==> config.mk <==
export PLATFORM = sky130hd
export DESIGN_NAME = geofence_frame_feeder
export DESIGN_NICKNAME = d
export VERILOG_FILES = /design/src/rtl/geofence_frame_feeder.sv
export SDC_FILE = /design/constraint.sdc
export NUM_CORES = 1
export LEC_CHECK = 0
export CAP_MARGIN = 25
export CORE_ASPECT_RATIO = 1.1
export CORE_UTILIZATION = 60
export CTS_CLUSTER_SIZE = 40
export DETAILED_ROUTE_END_ITERATION = 16
export PLACE_DENSITY = 0.9
export SYNTH_ARGS = -nofsm -noshare
export SYNTH_HDL_FRONTEND = slang
export SYNTH_SLANG_ARGS = --single-unit
==> constraint.sdc <==
create_clock -name clk -period 5.35 [get_ports clk]
set_clock_uncertainty 0.15 [all_clocks]
set_input_delay 1.07 -clock clk [delete_from_list [all_inputs] [get_ports clk]]
set_output_delay 1.07 -clock clk [all_outputs]
set_load 0.03 [all_outputs]
==> src/rtl/geofence_frame_feeder.sv <==
// Frame feeder for the geofence engine: gathers 7-point frames (test point then
// 6 fence vertices) into NBUF buffers and streams each one gap-free to the engine.
//
// state  | meaning
// HOLD   | engine held in reset, waiting for a committed frame
// STREAM | driving the 7 points of the oldest frame, one per cycle
// WAIT   | bus parked at 0, waiting for the engine result or the timeout
module geofence_frame_feeder #(
  parameter int NBUF    = 2,
  parameter int TIMEOUT = 63,
  parameter int CW      = 10
) (
  input  logic          clk,
  input  logic          reset,
  input  logic          in_valid,
  output logic          in_ready,
  input  logic [CW-1:0] in_x,
  input  logic [CW-1:0] in_y,
  output logic          gf_reset,
  output logic [CW-1:0] gf_x,
  output logic [CW-1:0] gf_y,
  input  logic          gf_valid,
  input  logic          gf_is_inside,
  output logic          res_valid,
  output logic          res_inside,
  output logic          res_timeout,
  output logic [7:0]    res_frame,
  output logic          busy
);

  localparam int PW = (NBUF > 1) ? $clog2(NBUF) : 1;
  localparam int FW = $clog2(NBUF + 1);
  localparam int TW = (TIMEOUT > 1) ? $clog2(TIMEOUT + 1) : 1;
  localparam logic [PW-1:0] LAST_BUF   = PW'(NBUF - 1);
  localparam logic [FW-1:0] NBUF_CNT   = FW'(NBUF);
  localparam logic [TW-1:0] TIMER_LOAD = TW'(TIMEOUT - 1);

  typedef enum logic [1:0] {HOLD, STREAM, WAIT} state_t;

  state_t          state;
  logic [2*CW-1:0] mem [NBUF][7];
  logic [2:0]      fill_idx;
  logic [2:0]      rd_idx;
  logic [PW-1:0]   wr_ptr;
  logic [PW-1:0]   rd_ptr;
  logic [FW-1:0]   full_cnt;
  logic [TW-1:0]   timer;
  logic [7:0]      frame_id;

  logic            accept;
  logic            commit;
  logic            buf_release;
  logic [2:0]      fill_next;
  logic [FW-1:0]   full_next;
  logic            held_next;
  logic [PW-1:0]   wr_ptr_inc;
  logic [PW-1:0]   rd_ptr_inc;

  always_comb begin
    accept      = in_valid && in_ready;
    commit      = accept && (fill_idx == 3'd6);
    buf_release = (state == STREAM) && (rd_idx == 3'd6);
    fill_next   = fill_idx;
    if (commit)
      fill_next = 3'd0;
    else if (accept)
      fill_next = fill_idx + 3'd1;
    // full_cnt counts committed frames including the one being streamed
    full_next = full_cnt;
    if (commit && !buf_release)
      full_next = full_cnt + FW'(1);
    else if (!commit && buf_release)
      full_next = full_cnt - FW'(1);
    held_next  = (fill_next != 3'd0) || (full_next != '0);
    wr_ptr_inc = (wr_ptr == LAST_BUF) ? '0 : wr_ptr + PW'(1);
    rd_ptr_inc = (rd_ptr == LAST_BUF) ? '0 : rd_ptr + PW'(1);
  end

  always_ff @(posedge clk) begin
    if (accept)
      mem[wr_ptr][fill_idx] <= {in_x, in_y};
  end

  always_ff @(posedge clk) begin
    if (!reset) begin
      state       <= HOLD;
      gf_reset    <= 1'b1;
      gf_x        <= '0;
      gf_y        <= '0;
      res_valid   <= 1'b0;
      res_inside  <= 1'b0;
      res_timeout <= 1'b0;
      res_frame   <= '0;
      frame_id    <= '0;
      fill_idx    <= '0;
      rd_idx      <= '0;
      wr_ptr      <= '0;
      rd_ptr      <= '0;
      full_cnt    <= '0;
      timer       <= '0;
      in_ready    <= 1'b1;
      busy        <= 1'b0;
    end else begin
      fill_idx  <= fill_next;
      full_cnt  <= full_next;
      in_ready  <= (full_next < NBUF_CNT);
      res_valid <= 1'b0;
      if (commit)
        wr_ptr <= wr_ptr_inc;

      case (state)
        HOLD: begin
          if (full_cnt != '0) begin
            state        <= STREAM;
            rd_idx       <= '0;
            gf_reset     <= 1'b0;
            {gf_x, gf_y} <= mem[rd_ptr][0];
            busy         <= 1'b1;
          end else begin
            gf_reset <= 1'b1;
            gf_x     <= '0;
            gf_y     <= '0;
            busy     <= held_next;
          end
        end

        STREAM: begin
          gf_reset <= 1'b0;
          busy     <= 1'b1;
          if (rd_idx == 3'd6) begin
            state  <= WAIT;
            rd_ptr <= rd_ptr_inc;
            timer  <= TIMER_LOAD;
            gf_x   <= '0;
            gf_y   <= '0;
          end else begin
            rd_idx       <= rd_idx + 3'd1;
            {gf_x, gf_y} <= mem[rd_ptr][rd_idx + 3'd1];
          end
        end

        WAIT: begin
          if (gf_valid) begin
            res_valid   <= 1'b1;
            res_inside  <= gf_is_inside;
            res_timeout <= 1'b0;
            res_frame   <= frame_id;
            frame_id    <= frame_id + 8'd1;
            // a frame committed on this same edge is not seen until HOLD
            if (full_cnt != '0) begin
              state        <= STREAM;
              rd_idx       <= '0;
              gf_reset     <= 1'b0;
              {gf_x, gf_y} <= mem[rd_ptr][0];
              busy         <= 1'b1;
            end else begin
              state    <= HOLD;
              gf_reset <= 1'b1;
              busy     <= held_next;
            end
          end else if (timer == '0) begin
            res_valid   <= 1'b1;
            res_inside  <= 1'b0;
            res_timeout <= 1'b1;
            res_frame   <= frame_id;
            frame_id    <= frame_id + 8'd1;
            state       <= HOLD;
            gf_reset    <= 1'b1;
            busy        <= held_next;
          end else begin
            timer <= timer - TW'(1);
            busy  <= 1'b1;
          end
        end

        default: begin
          state    <= HOLD;
          gf_reset <= 1'b1;
          gf_x     <= '0;
          gf_y     <= '0;
          busy     <= held_next;
        end
      endcase
    end
  end

endmodule

After elaboration in Yosys (flattened, before gate mapping). Memory sizes are Yosys's and may differ from the RTL's. A register that Yosys moved wholly into a read port is not among the register bits. Index checks and enable logic that the tools add are counted.

Add/sub/neg operators: 8. $lt $le $gt $ge: 4. Eq/ne operators: 12. Muxes and demuxes: 56. Bitwise logic cells: 2. Reduce and logical (&&, ||, !) cells: 24.

Operator list (number): $mux W140 (1); $mux W10 (8); $bmux W20 S3 (1); $demux W20 S3 (1); $mux W20 (3); $pmux W10 S3 (2); $mux W8 (4); $mux W6 (3); $mux W1 (17); $mux W3 (5); $mux W2 (6); $ne A2 B2 Y1 const B (6); $pmux W6 S2 (1); $pmux W3 S3 (1); $add A8 B1 Y8 const B (1); $ge A4 B4 Y1 const B (2); $not A3 Y4 (2); $reduce_and A2 Y1 (4); $reduce_bool A2 Y1 (4); $add A3 B1 Y3 const B (2); $eq A3 B3 Y1 const B (2); $logic_and A1 B1 Y1 (6); $logic_not A6 Y1 (1); $pmux W1 S3 (2); other kinds (17) (21).

Register bits after elaboration: 60. Memory bits (writable): 280. Input port bits: 25. Output and inout port bits: 34. Memories: 1.

Memories: mem (depth 2, bits a word 140, read ports 1, clocked after Yosys merged registers in 1, write ports 1, line 41) `logic [2*CW-1:0] mem [NBUF][7];`.

Logic depth before layout (Yosys ltp). Gate-level depths: netlist of run 1.

Depth in word-level cells: 11. Gate-level depth with buffers: 10. Gate-level depth less buffers: 7.

Least setup slack after synthesis of run 1. Ideal clock, no wire load.

Path kind: input to register. Start point: input port in_valid. End point: memory mem[0][120] (netlist name), enable pin. Library setup time: 0.422 ns. Data arrival time: 3.120 ns. Slack: 1.658 ns. Stages: 4. Buffers on the path: 1. Cell sequence: nand2_1 clkbuf_1 or3_1 nor3_1.

Word-level cells in the longest chain between the ends: 3.

Ends and longest elaborated chain: from (decl) (line 15) `input logic in_valid,`; $logic_and A1 B1 Y1 (line 60) `accept = in_valid && in_ready;`; $mux W1 (line 80) `if (accept)`; $mux W140 (not written as such) (line 81) `mem[wr_ptr][fill_idx] <= {in_x, in_y};`; to (decl) (line 41).

Every way passes these cells.

Final worst setup path of run 1.
Start point: register rd_idx[0]. End point: register gf_y[1].

Word-level cells in the longest chain between the ends: 7. Elaborated cells between the ends (all ways): 8. Those cells by class: add/sub (1); eq/ne (1); mux (5); bitwise (1).

Ends and longest elaborated chain: from (decl) (line 43) `logic [2:0] rd_idx;`; from (signal assigned) (line 137) `rd_idx <= rd_idx + 3'd1;`; $add A3 B1 Y3 (line 138) `{gf_x, gf_y} <= mem[rd_ptr][rd_idx + 3'd1];`; $not A3 Y4 (not written as such) (line 138); $bmux W20 S3 (line 138); $mux W20 (not written as such) (2 in a row) (line 138); $mux W10 * (line 130) `if (rd_idx == 3'd6) begin`; $pmux W10 S3 * (line 111) `case (state)`; to (signal assigned) (line 117) `{gf_x, gf_y} <= mem[rd_ptr][0];`; to (signal assigned) (line 138); to (signal assigned) (line 154) `{gf_x, gf_y} <= mem[rd_ptr][0];`; to (decl) (line 21) `output logic [CW-1:0] gf_y,`.

Mark *: on every way between the ends. The rest lies on a longest branch, timed or not. The select of a mux whose other input is x is not followed. A chain may end at the register's enable or synchronous reset.

==> summary.md, run 1 <==
- **area of the placeable core** 0.02225 mm2
- **worst slew slack as a fraction of its limit** 22.91%
- **kind of end point of the critical path** flip-flop
- **leading cell types by count after synthesis** 280 x sky130_fd_sc_hd__edfxtp_1, 61 x sky130_fd_sc_hd__dfxtp_1, 54 x sky130_fd_sc_hd__mux4_2
- **number of setup buffers added after CTS** 0
- **Die Y-Extent** 160.4 um
- **Final Core Density** 71.61%
- **final number of hold-violating endpoints** 0
- **Die X-Extent** 146.0 um
- **number of nets with antenna violations after routing** 0
- **total of endpoints with negative setup slack in the final report** 0
- **EDFF count, synth** 280
- **Netlist Area Pre-Place** 0.01369 mm2
- **fraction of post-synthesis cell area in the top cell type by area** 61.42%
- **final net count** 915
- **fraction of the yosys area taken by sequential cells** 70.34%
- **type of the worst setup path** reg -> reg
- **Tmin final** 3.741 ns
- **clock buffers created by TritonCTS** 34
- **switching share of power** 21.90%
- **largest net degree at the start of global routing** 43
- **type of element launching the critical path** flip-flop
- **share of final-layout standard cells stronger than drive strength 1** 21.06%
- **run status** finished clean
- **prevailing post-synth register cell** sky130_fd_sc_hd__edfxtp_1
- **Antenna Cells** 0
- **critical-path cell list** buf_4, inv_1, ha_2, buf_4, mux4_2, a221oi_1, o31ai_1, o311a_1
- **post-synthesis cell type count** 45
- **number of global-route vias before repair** 8,335
- **Comb pwr share** 7.5%
- **Tcrit/Tclk final** 69.92%
- **first-pass GRT wire length** 48,390 um
- **quantity of hold-fixing buffers added after cts** 0
- **instance area after placement** 0.01468 mm2
- **Avg Inst Size Synth** 16.88 um2
- **cell type with the largest total area after synthesis** sky130_fd_sc_hd__edfxtp_1
- **classification of the worst-slack hold path** reg -> reg
- **post-detailed-route via-to-cell ratio** 6.812
- **Critical Path AT** 4.00 ns
- **family of cells with the greatest summed delay on the critical path** adder cells
- **Total Wirelength** 32,350 um
- **Buf+Inv Stages, Crit Path** 3
- **worst stage delay on the critical path** 1.05 ns
- **Final Cell Area** 0.01593 mm2
- **cell with the largest stage delay on the worst path** sky130_fd_sc_hd__ha_2
- **IO Pins** 59
- **most numerous cell in the Yosys netlist** sky130_fd_sc_hd__edfxtp_1
- **area of the die** 0.02342 mm2
- **total via count after detailed routing** 8,188
- **clock latency on the worst-skew pair** 0.52 ns
- **antenna violations before repair** 1
- **number of cells in the finished layout apart from fillers** 1,202
- **initial cell density of the core** 61.52%
- **number of warnings issued by yosys** 0
- **Req. time, crit path** 5.61 ns
- **Final GP Congestion** 0.7760
- **DRC violations left** 0
- **average detailed-routed wire length per instance** 26.92 um
- **total leakage power** 5.154 nW
- **FFs w/ async S/R, synth** 0%
- **IR drop worst, VDD** 304.0 uV
- **max-capacitance violation count** 0
- **depth of the CTS H-tree** 2
- **total routing resource utilization after global routing** 28.05%
- **number of cells after detailed placement** 1,138
- **DRT iter0 DRCs** 946
- **total grt overflow** 0
- **DP HPWL** 16,970 um
- **largest cells by area after synthesis** sky130_fd_sc_hd__edfxtp_1 61%, sky130_fd_sc_hd__dfxtp_1 8.9%, sky130_fd_sc_hd__mux4_2 8.9%
- **internal power summed over all cells** 4.643 mW
- **TritonCTS clock tree** built
- **Hold WS** 0.3157 ns
- **Post-Syn Nets** 844
- **clock-pin slew of the registers on the worst-case setup and hold paths** 0.07 ns
- **RSZ-0062 raised after global routing** false
- **sequential fraction of design power** 49.8%
- **cell type with the highest occurrence count on the critical path** sky130_fd_sc_hd__buf_4
- **largest buffer count on any clock path** 3
- **row count** 57
- **power per cell area** 373.1 mW/mm2
- **worst slew pin tran** 1.156 ns
- **number of flip-flops and latches in the synthesized netlist** 341
- **maximum frequency from static timing analysis** 267.3 MHz
- **post-route setup TNS** 0 ns
- **gate count after technology mapping** 811
- **area delta synth->final** 16.40%
- **highest net fanout along the worst path** 37
- **clock tree sinks** 341
- **Final Max Tran Viols** 0
- **I/O Buffers** 58
- **cell at the root of the clock tree** sky130_fd_sc_hd__clkbuf_16
- **net switching power** 1.302 mW
- **clock network fraction of total power** 42.8%
- **number of detailed-route iterations in the first pass** 5
- **post-cts gate resize count** 0
## tightest hold or removal path, delay by kind of cell, from the launching register on
family	cells	cell delay, ns
AO/OA/AOI/OAI	1	0.07
flip-flops	1	0.31
AND/OR/NAND/NOR	1	0.05
## cell type report
| class | instances | area, um2 |
|---|---|---|
| well taps | 295 | 369.1 |
| clock inverters | 18 | 291.5 |
| inverters | 9 | 33.78 |
| clock buffers | 43 | 905.9 |
| repair buffers | 87 | 840.8 |
| multi-input cells | 409 | 3860 |
| fillers | 1265 | 6317 |
| flip-flops and latches | 341 | 9633 |
## registers in the layout, summed over array words and instances, names as in the netlist, named ones only
register,flops
busy,1
fill_idx,3
frame_id,8
full_cnt,2
gf_reset,1
gf_x,10
gf_y,10
in_ready,1
mem,280
rd_idx,3
rd_ptr,1
res_frame,8
res_inside,1
res_timeout,1
res_valid,1
state,2
timer,6
wr_ptr,1
## placed cells by master (no fill, tap or decap), drive strengths merged, types with 10 or more instances in the layout
master / synthesis / final
buf: 19 / 29
mux2i: 16 / 16
o311a: 18 / 18
clkbuf: 33 / 43
nor2: 28 / 28
and2: 15 / 15
a21boi: 12 / 12
dfxtp: 61 / 61
edfxtp: 280 / 280
o31ai: 21 / 21
mux4: 54 / 54
mux2: 38 / 38
a221oi: 18 / 18
nor3: 12 / 12
nand2: 35 / 35
clkdlybuf4s50: 0 / 58
o22ai: 23 / 23
nand3: 10 / 10
clkinv: 0 / 10
a22oi: 20 / 20
## logic make-up after synthesis
| logic type | count (synthesis) | share of synthesized area [%] |
|---|---|---|
| adder cells (fa/ha/maj) | 8 | 0.7312 |
| AO/OA/AOI/OAI | 145 | 7.952 |
| AND/OR/NAND/NOR | 135 | 5.009 |
| buffers and inverters | 61 | 1.956 |
| multiplexers | 108 | 13.18 |
| flip-flops | 341 | 70.34 |
| XOR/XNOR | 13 | 0.8317 |
## power by group through the flow
stage	Sequential [mW]	Combinational (mW)	Clock [mW]
after global placement	3.01	0.403	0
after detailed placement	3.01	0.420	0
after CTS	2.96	0.430	2.55
final	2.96	0.443	2.54
after floorplan	3.03	0.226	0
after global routing	2.96	0.460	2.66
## routing by layer
layer  track usage, %  share of wire [%]
met1            34.16                 35
met2            48.04                 51
met3            4.602                8.9
met4            15.72                5.4
met5                0                  0
## worst paths after layout
check / to / from / cells after the start / slack (ns)
worst max-delay path: gf_y[1] / rd_idx[0] / 8 / 1.61
worst max register to register: gf_y[1] / rd_idx[0] / 8 / 1.61
worst min-delay path: res_frame[5] / res_frame[5] / 2 / 0.32
worst min register to register: res_frame[5] / res_frame[5] / 2 / 0.32
## per-stage QoR
step                      setup slack, ns  total power [mW]
final                               1.609             5.945
after global routing                1.550             6.076
after CTS                           1.686             5.937
after detailed placement            1.573             3.432
after global placement              1.661             3.410
after floorplan                     1.658             3.256
(Power assumes the default switching activity.)
==> run 2: changes to the inputs <==
clock period = 3.57 ns   (was 5.35 ns; I/O delays follow)
==> summary.md, run 2 (same netlist as run 1, synthesis figures left out) <==
- **run status** finished clean
- **cell at the root of the clock tree** sky130_fd_sc_hd__clkbuf_16
- **largest registers** mem: 280 flops, gf_x: 10 flops, gf_y: 10 flops
- **worst slew slack as a fraction of its limit** 34.31%, +11 points
- **largest net degree at the start of global routing** 42, -2.3%
- **maximum frequency from static timing analysis** 319.7 MHz, +20%
- **type of element launching the critical path** flip-flop
- **number of nets with antenna violations after routing** 0, unchanged
- **post-cts gate resize count** 0, unchanged
- **final number of hold-violating endpoints** 0, unchanged
- **Register-to-Register Setup Slack** 0.44 ns, -1.17 ns
- **number of detailed-route iterations in the first pass** 5, unchanged
- **Final Cell Area** 0.01590 mm2, -0.24%
- **clock latency on the worst-skew pair** 0.57 ns, +0.05 ns
- **total grt overflow** 0, unchanged
- **quantity of hold-fixing buffers added after cts** 0, unchanged
- **RSZ-0062 raised after global routing** false
- **DRC violations left** 0, unchanged
- **clock buffers created by TritonCTS** 31, -8.8%
- **number of cells on the worst reg-to-reg path** 8, unchanged
- **worst slew pin tran** 0.9830 ns, -0.1733 ns
- **Tmin final** 3.128 ns, -0.6126 ns
- **most flop-heavy register** mem
- **worst hold start** res_frame[7]
- **post-route setup TNS** 0 ns, unchanged
- **type of the worst setup path** reg -> reg
- **Worst Hold Path EP** res_frame[7]
- **row count** 57, unchanged
- **power per cell area** 550.9 mW/mm2, +48%
- **Largest register FFs** 280, unchanged
- **most frequent cells in the layout** 280 x sky130_fd_sc_hd__edfxtp_1, 60 x sky130_fd_sc_hd__dfxtp_1, 58 x sky130_fd_sc_hd__clkdlybuf4s50_1
- **area of the die** 0.02342 mm2, unchanged
- **IR drop worst, VDD** 424.0 uV, +39%
- **total routing resource utilization after global routing** 27.82%, -0.23 points
- **share of final-layout standard cells stronger than drive strength 1** 21.94%, +0.88 points
- **Final GP Congestion** 0.7902, +1.8%
- **post-detailed-route via-to-cell ratio** 6.685, -1.9%
- **antenna violations before repair** 0, -1
- **area delta synth->final** 16.12%
- **initial cell density of the core** 61.52%, unchanged
- **Total Wirelength** 31,830 um, -1.6%
- **Req. time, crit path** 3.93 ns, -1.68 ns
- **commonest non-fill, non-tap cell in the layout** sky130_fd_sc_hd__edfxtp_1
- **highest net fanout along the worst path** 29, -22%
- **classification of the worst-slack hold path** reg -> reg
- **Die Y-Extent** 160.4 um, unchanged
- **number of global-route vias before repair** 8,158, -2.1%
- **depth of the CTS H-tree** 1, -1
- **Critical Path AT** 3.48 ns, -0.52 ns
- **I/O Buffers** 58, unchanged
- **DRT iter0 DRCs** 864, -8.7%
- **wire length on met3** 2583 um, -11%
- **M1 wire length** 11,370 um, +1.5%
- **final total power** 8.758 mW, +47%
- **instance area after placement** 0.01475 mm2, +0.51%
- **largest buffer count on any clock path** 3, unchanged
- **Antenna Cells** 0, unchanged
- **kind of end point of the critical path** flip-flop
- **DP HPWL** 18,460 um, +8.8%
- **area of the placeable core** 0.02225 mm2, unchanged
- **IO Pins** 59, unchanged
- **total leakage power** 5.146 nW, -0.15%
- **final net count** 915, unchanged
- **Die X-Extent** 146.0 um, unchanged
- **average detailed-routed wire length per instance** 26.48 um, -1.6%
- **highest routed layer** met4
- **first-pass GRT wire length** 48,220 um, -0.34%
- **total via count after detailed routing** 8,035, -1.9%
- **total of endpoints with negative setup slack in the final report** 0, unchanged
- **clock-pin slew of the registers on the worst-case setup and hold paths** 0.06 ns, about the same
- **Final Max Tran Viols** 0, unchanged
- **Tcrit/Tclk final** 87.62%, +18 points
- **TritonCTS clock tree** built
- **Worst R2R Start** rd_idx[0]
- **number of setup buffers added after CTS** 0, unchanged
- **Reg2Reg Capture Point** gf_y[2]
- **clock tree sinks** 341, unchanged
- **max-capacitance violation count** 0, unchanged
- **total length of routed met2 wires** 16,400 um, -0.68%
- **Hold Path Cell Cnt** 2, unchanged
run 2: final cells by class:
type,instances,area [um2]
Clock buffer,36,824.5
Clock inverter,22,317.8
Multi-Input combinational cell,409,3860
Tap cell,295,369.1
Sequential cell,341,9633
Timing Repair Buffer,90,858.3
Inverter,9,33.78
Fill cell,1288,6355
run 2: critical path, cell delays in order, from the launching register on:
cell	delay, ns
sky130_fd_sc_hd__dfxtp_1	0.33
sky130_fd_sc_hd__buf_4	0.35
sky130_fd_sc_hd__ha_1	0.27
sky130_fd_sc_hd__xnor2_2	0.09
sky130_fd_sc_hd__buf_4	0.24
sky130_fd_sc_hd__nand2_1	0.71
sky130_fd_sc_hd__o22ai_1	0.22
sky130_fd_sc_hd__o31ai_1	0.42
sky130_fd_sc_hd__o311a_1	0.27
run 2: metrics by stage:
stage               setup slack, ns  hold WS [ns]  cells  util [%]
detailed placement           0.5494        0.3063   1144     66.31
global placement             0.6253        0.3012   1144     66.31
CTS                          0.4383        0.3175   1202     71.44
floorplan                    0.2338        0.3028    811         -
finish                       0.4419        0.3152   1202     71.44
global route                 0.3256        0.3501   1202     71.44
run 2: worst max path at each step:
stage                             end  cells past startpoint  startpoint
after floorplan           mem[0][120]                      4    in_valid
final                         gf_y[2]                      8   rd_idx[0]
after CTS                     gf_y[2]                      7   rd_idx[0]
after global routing          gf_y[2]                      7   rd_idx[0]
after detailed placement   mem[1][34]                      5    in_valid
after global placement     mem[1][29]                      5    in_valid
run 2: metal layers:
metal	track usage, %	up-vias
met3	3.239	105
li1	-	3406
met1	35.07	4025
met5	0	-
met4	15.34	0
met2	47.52	499
run 2: where the power goes:
| group | switching, mW | internal, mW |
|---|---|---|
| sequential | 0.0529 | 4.38 |
| clock | 1.44 | 2.23 |
| combinational | 0.402 | 0.250 |
| total | 1.90 | 6.86 |
==> run 3: changes to the inputs <==
==> constraint.sdc (replaced) <==
create_clock -name clk -period 3.57 [get_ports clk]
set_clock_uncertainty 0.15 [all_clocks]
set_input_delay 0.5355 -clock clk [delete_from_list [all_inputs] [get_ports clk]]
set_output_delay 0.5355 -clock clk [all_outputs]
set_load 0.03 [all_outputs]
==> summary.md, run 3 (same netlist as run 1, synthesis figures left out) <==
- **post-route setup TNS** 0 ns, unchanged
- **highest net fanout along the worst path** 13, -55%
- **Tcrit/Tclk final** 84.22%, -3.4 points
- **Final Cell Area** 0.01585 mm2, -0.27%
- **internal power summed over all cells** 6.673 mW, -2.7%
- **Antenna Cells** 0, unchanged
- **most frequent cells in the layout** 280 x sky130_fd_sc_hd__edfxtp_1, 60 x sky130_fd_sc_hd__dfxtp_1, 58 x sky130_fd_sc_hd__clkdlybuf4s50_1
- **Comb pwr share** 7.7%, +0.3 points
- **total via count after detailed routing** 8,134, +1.2%
- **final net count** 921, +0.66%
- **Register-to-Register Setup Slack** 0.56 ns, +0.12 ns
- **clock-pin slew of the registers on the worst-case setup and hold paths** 0.07 ns, about the same
- **depth of the CTS H-tree** 1, unchanged
- **row count** 57, unchanged
- **largest buffer count on any clock path** 3, unchanged
- **met3 layer usage reported by global route** 5.369%, +2.1 points
- **initial cell density of the core** 61.52%, unchanged
- **RSZ-0062 raised after global routing** false
- **total grt overflow** 0, unchanged
- **share of final-layout standard cells stronger than drive strength 1** 21.91%, -0.035 points
- **IR drop worst, VDD** 480.6 uV, +13%
- **maximum frequency from static timing analysis** 332.6 MHz, +4.0%
- **largest net degree at the start of global routing** 50, +19%
- **total leakage power** 5.128 nW, -0.35%
- **post-cts gate resize count** 0, unchanged
- **Critical Path AT** 3.39 ns, -0.09 ns
- **number of setup buffers added after CTS** 0, unchanged
- **power per cell area** 541.0 mW/mm2, -1.8%
- **busiest layer in global routing** met2
- **run status** finished clean
- **clock buffers created by TritonCTS** 31, unchanged
- **Die X-Extent** 146.0 um, unchanged
- **TritonCTS clock tree** built
- **total routing resource utilization after global routing** 27.91%, +0.087 points
- **max-capacitance violation count** 0, unchanged
- **worst slew slack as a fraction of its limit** 32.67%, -1.6 points
- **fraction of met1 tracks used by global routing** 34.41%, -0.66 points
- **number of detailed-route iterations in the first pass** 6, +1
- **I/O Buffers** 58, unchanged
- **Req. time, crit path** 3.95 ns, +0.02 ns
- **DP HPWL** 18,190 um, -1.5%
- **most flop-heavy register** mem
- **multi-input combinational cell area** 0.003860 mm2, unchanged
- **cell at the root of the clock tree** sky130_fd_sc_hd__clkbuf_16
- **antenna violations before repair** 0, unchanged
- **quantity of hold-fixing buffers added after cts** 0, unchanged
- **area delta synth->final** 15.81%
- **clock network fraction of total power** 40.7%, -1.2 points
- **clock tree sinks** 341, unchanged
- **Tmin final** 3.007 ns, -0.1215 ns
- **final number of hold-violating endpoints** 0, unchanged
- **first-pass GRT wire length** 48,570 um, +0.72%
- **classification of the worst-slack hold path** reg -> reg
- **area of the die** 0.02342 mm2, unchanged
- **Total Wirelength** 31,980 um, +0.48%
- **number of global-route vias before repair** 8,421, +3.2%
- **sequential fraction of design power** 51.7%, +1.1 points
- **post-detailed-route via-to-cell ratio** 6.733, +0.73%
- **Final Max Tran Viols** 0, unchanged
- **kind of end point of the critical path** flip-flop
- **largest registers** mem: 280 flops, gf_x: 10 flops, gf_y: 10 flops
- **type of the worst setup path** reg -> reg
- **net switching power** 1.905 mW, +0.42%
- **IO Pins** 59, unchanged
- **Largest register FFs** 280, unchanged
- **clock latency on the worst-skew pair** 0.59 ns, +0.02 ns
- **average detailed-routed wire length per instance** 26.47 um, about the same
- **DRT iter0 DRCs** 1,105, +28%
- **worst slew pin tran** 1.010 ns, +0.02700 ns
- **post-placement worst setup slack** 0.5767 ns, +0.02736 ns
- **commonest non-fill, non-tap cell in the layout** sky130_fd_sc_hd__edfxtp_1
- **DRC violations left** 0, unchanged
- **Storage cell area** 0.009633 mm2, unchanged
- **type of element launching the critical path** flip-flop
- **total of endpoints with negative setup slack in the final report** 0, unchanged
- **number of nets with antenna violations after routing** 0, unchanged
- **area of the placeable core** 0.02225 mm2, unchanged
- **instance area after placement** 0.01477 mm2, +0.14%
- **Filler Cells Inserted** 1,318, +2.3%
- **met2 track utilization from global routing** 46.74%, -0.78 points
- **Final GP Congestion** 0.8040, +1.7%
- **switching share of power** 22.21%, +0.55 points
- **Die Y-Extent** 160.4 um, unchanged
- **crit path setup slack, layout** 0.5634 ns, +0.1215 ns
==> run 3: cell types whose count changed in the layout (fill, tap and decap cells not counted) <==
| cell | previous run | this run |
|---|---|---|
| sky130_fd_sc_hd__clkbuf_8 | 3 | 0 |
| sky130_fd_sc_hd__clkinv_1 | 4 | 7 |
| sky130_fd_sc_hd__clkbuf_1 | 2 | 4 |
| sky130_fd_sc_hd__bufinv_16 | 8 | 6 |
| sky130_fd_sc_hd__clkinv_2 | 6 | 3 |
| sky130_fd_sc_hd__inv_16 | 0 | 1 |
| sky130_fd_sc_hd__clkinv_4 | 1 | 2 |
| sky130_fd_sc_hd__buf_4 | 29 | 37 |
| sky130_fd_sc_hd__inv_6 | 1 | 0 |
| sky130_fd_sc_hd__clkinvlp_4 | 2 | 4 |
| sky130_fd_sc_hd__buf_12 | 3 | 1 |
==> run 3: per-stage QoR <==
step | power [mW] | hold WS (ns) | cells | utilization, %
detailed placement | 5.147 | 0.3085 | 1150 | 66.40
finish | 8.578 | 0.3144 | 1208 | 71.25
global placement | 5.118 | 0.3001 | 1150 | 66.40
floorplan | 4.880 | 0.3028 | 811 | -
CTS | 8.583 | 0.3171 | 1208 | 71.25
global route | 8.782 | 0.3381 | 1208 | 71.25
==> run 3: final timing paths <==
path,from,endpoint,cells past startpoint
max reg2reg,rd_idx[0],gf_y[3],8
min,res_frame[5],res_frame[5],2
max,rd_idx[0],gf_y[3],8
min reg2reg,res_frame[5],res_frame[5],2
==> run 3: per-layer routing <==
layer / up-vias / part of all wire (%)
li1: 3425 / -
met1: 4047 / 35
met2: 550 / 51
met3: 112 / 9.6
met4: 0 / 4.8
met5: - / 0
==> run 3: critical path, stage by stage (launching register included) <==
cell and delay (ns):
sky130_fd_sc_hd__dfxtp_1 0.32, sky130_fd_sc_hd__buf_4 0.21, sky130_fd_sc_hd__inv_1 0.11, sky130_fd_sc_hd__ha_2 0.36, sky130_fd_sc_hd__nor2b_1 0.78, sky130_fd_sc_hd__buf_4 0.34, sky130_fd_sc_hd__a221oi_1 0.11, sky130_fd_sc_hd__o31ai_1 0.35
sky130_fd_sc_hd__o311a_1 0.24
==> run 3: layout make-up <==
| class | instances | area share [%] |
|---|---|---|
| Inverter | 9 | 0.2131 |
| Clock inverter | 23 | 1.823 |
| Sequential cell | 341 | 60.76 |
| Timing Repair Buffer | 96 | 5.540 |
| Multi-Input combinational cell | 409 | 24.35 |
| Tap cell | 295 | 2.328 |
| Clock buffer | 35 | 4.988 |
==> run 3: power groups by stage <==
stage | clock [mW] | combinational [mW] | sequential, mW
final | 3.49 | 0.659 | 4.43
after global routing | 3.66 | 0.689 | 4.44
after CTS | 3.50 | 0.651 | 4.43
after detailed placement | 0 | 0.635 | 4.51
after global placement | 0 | 0.612 | 4.51
after floorplan | 0 | 0.339 | 4.54
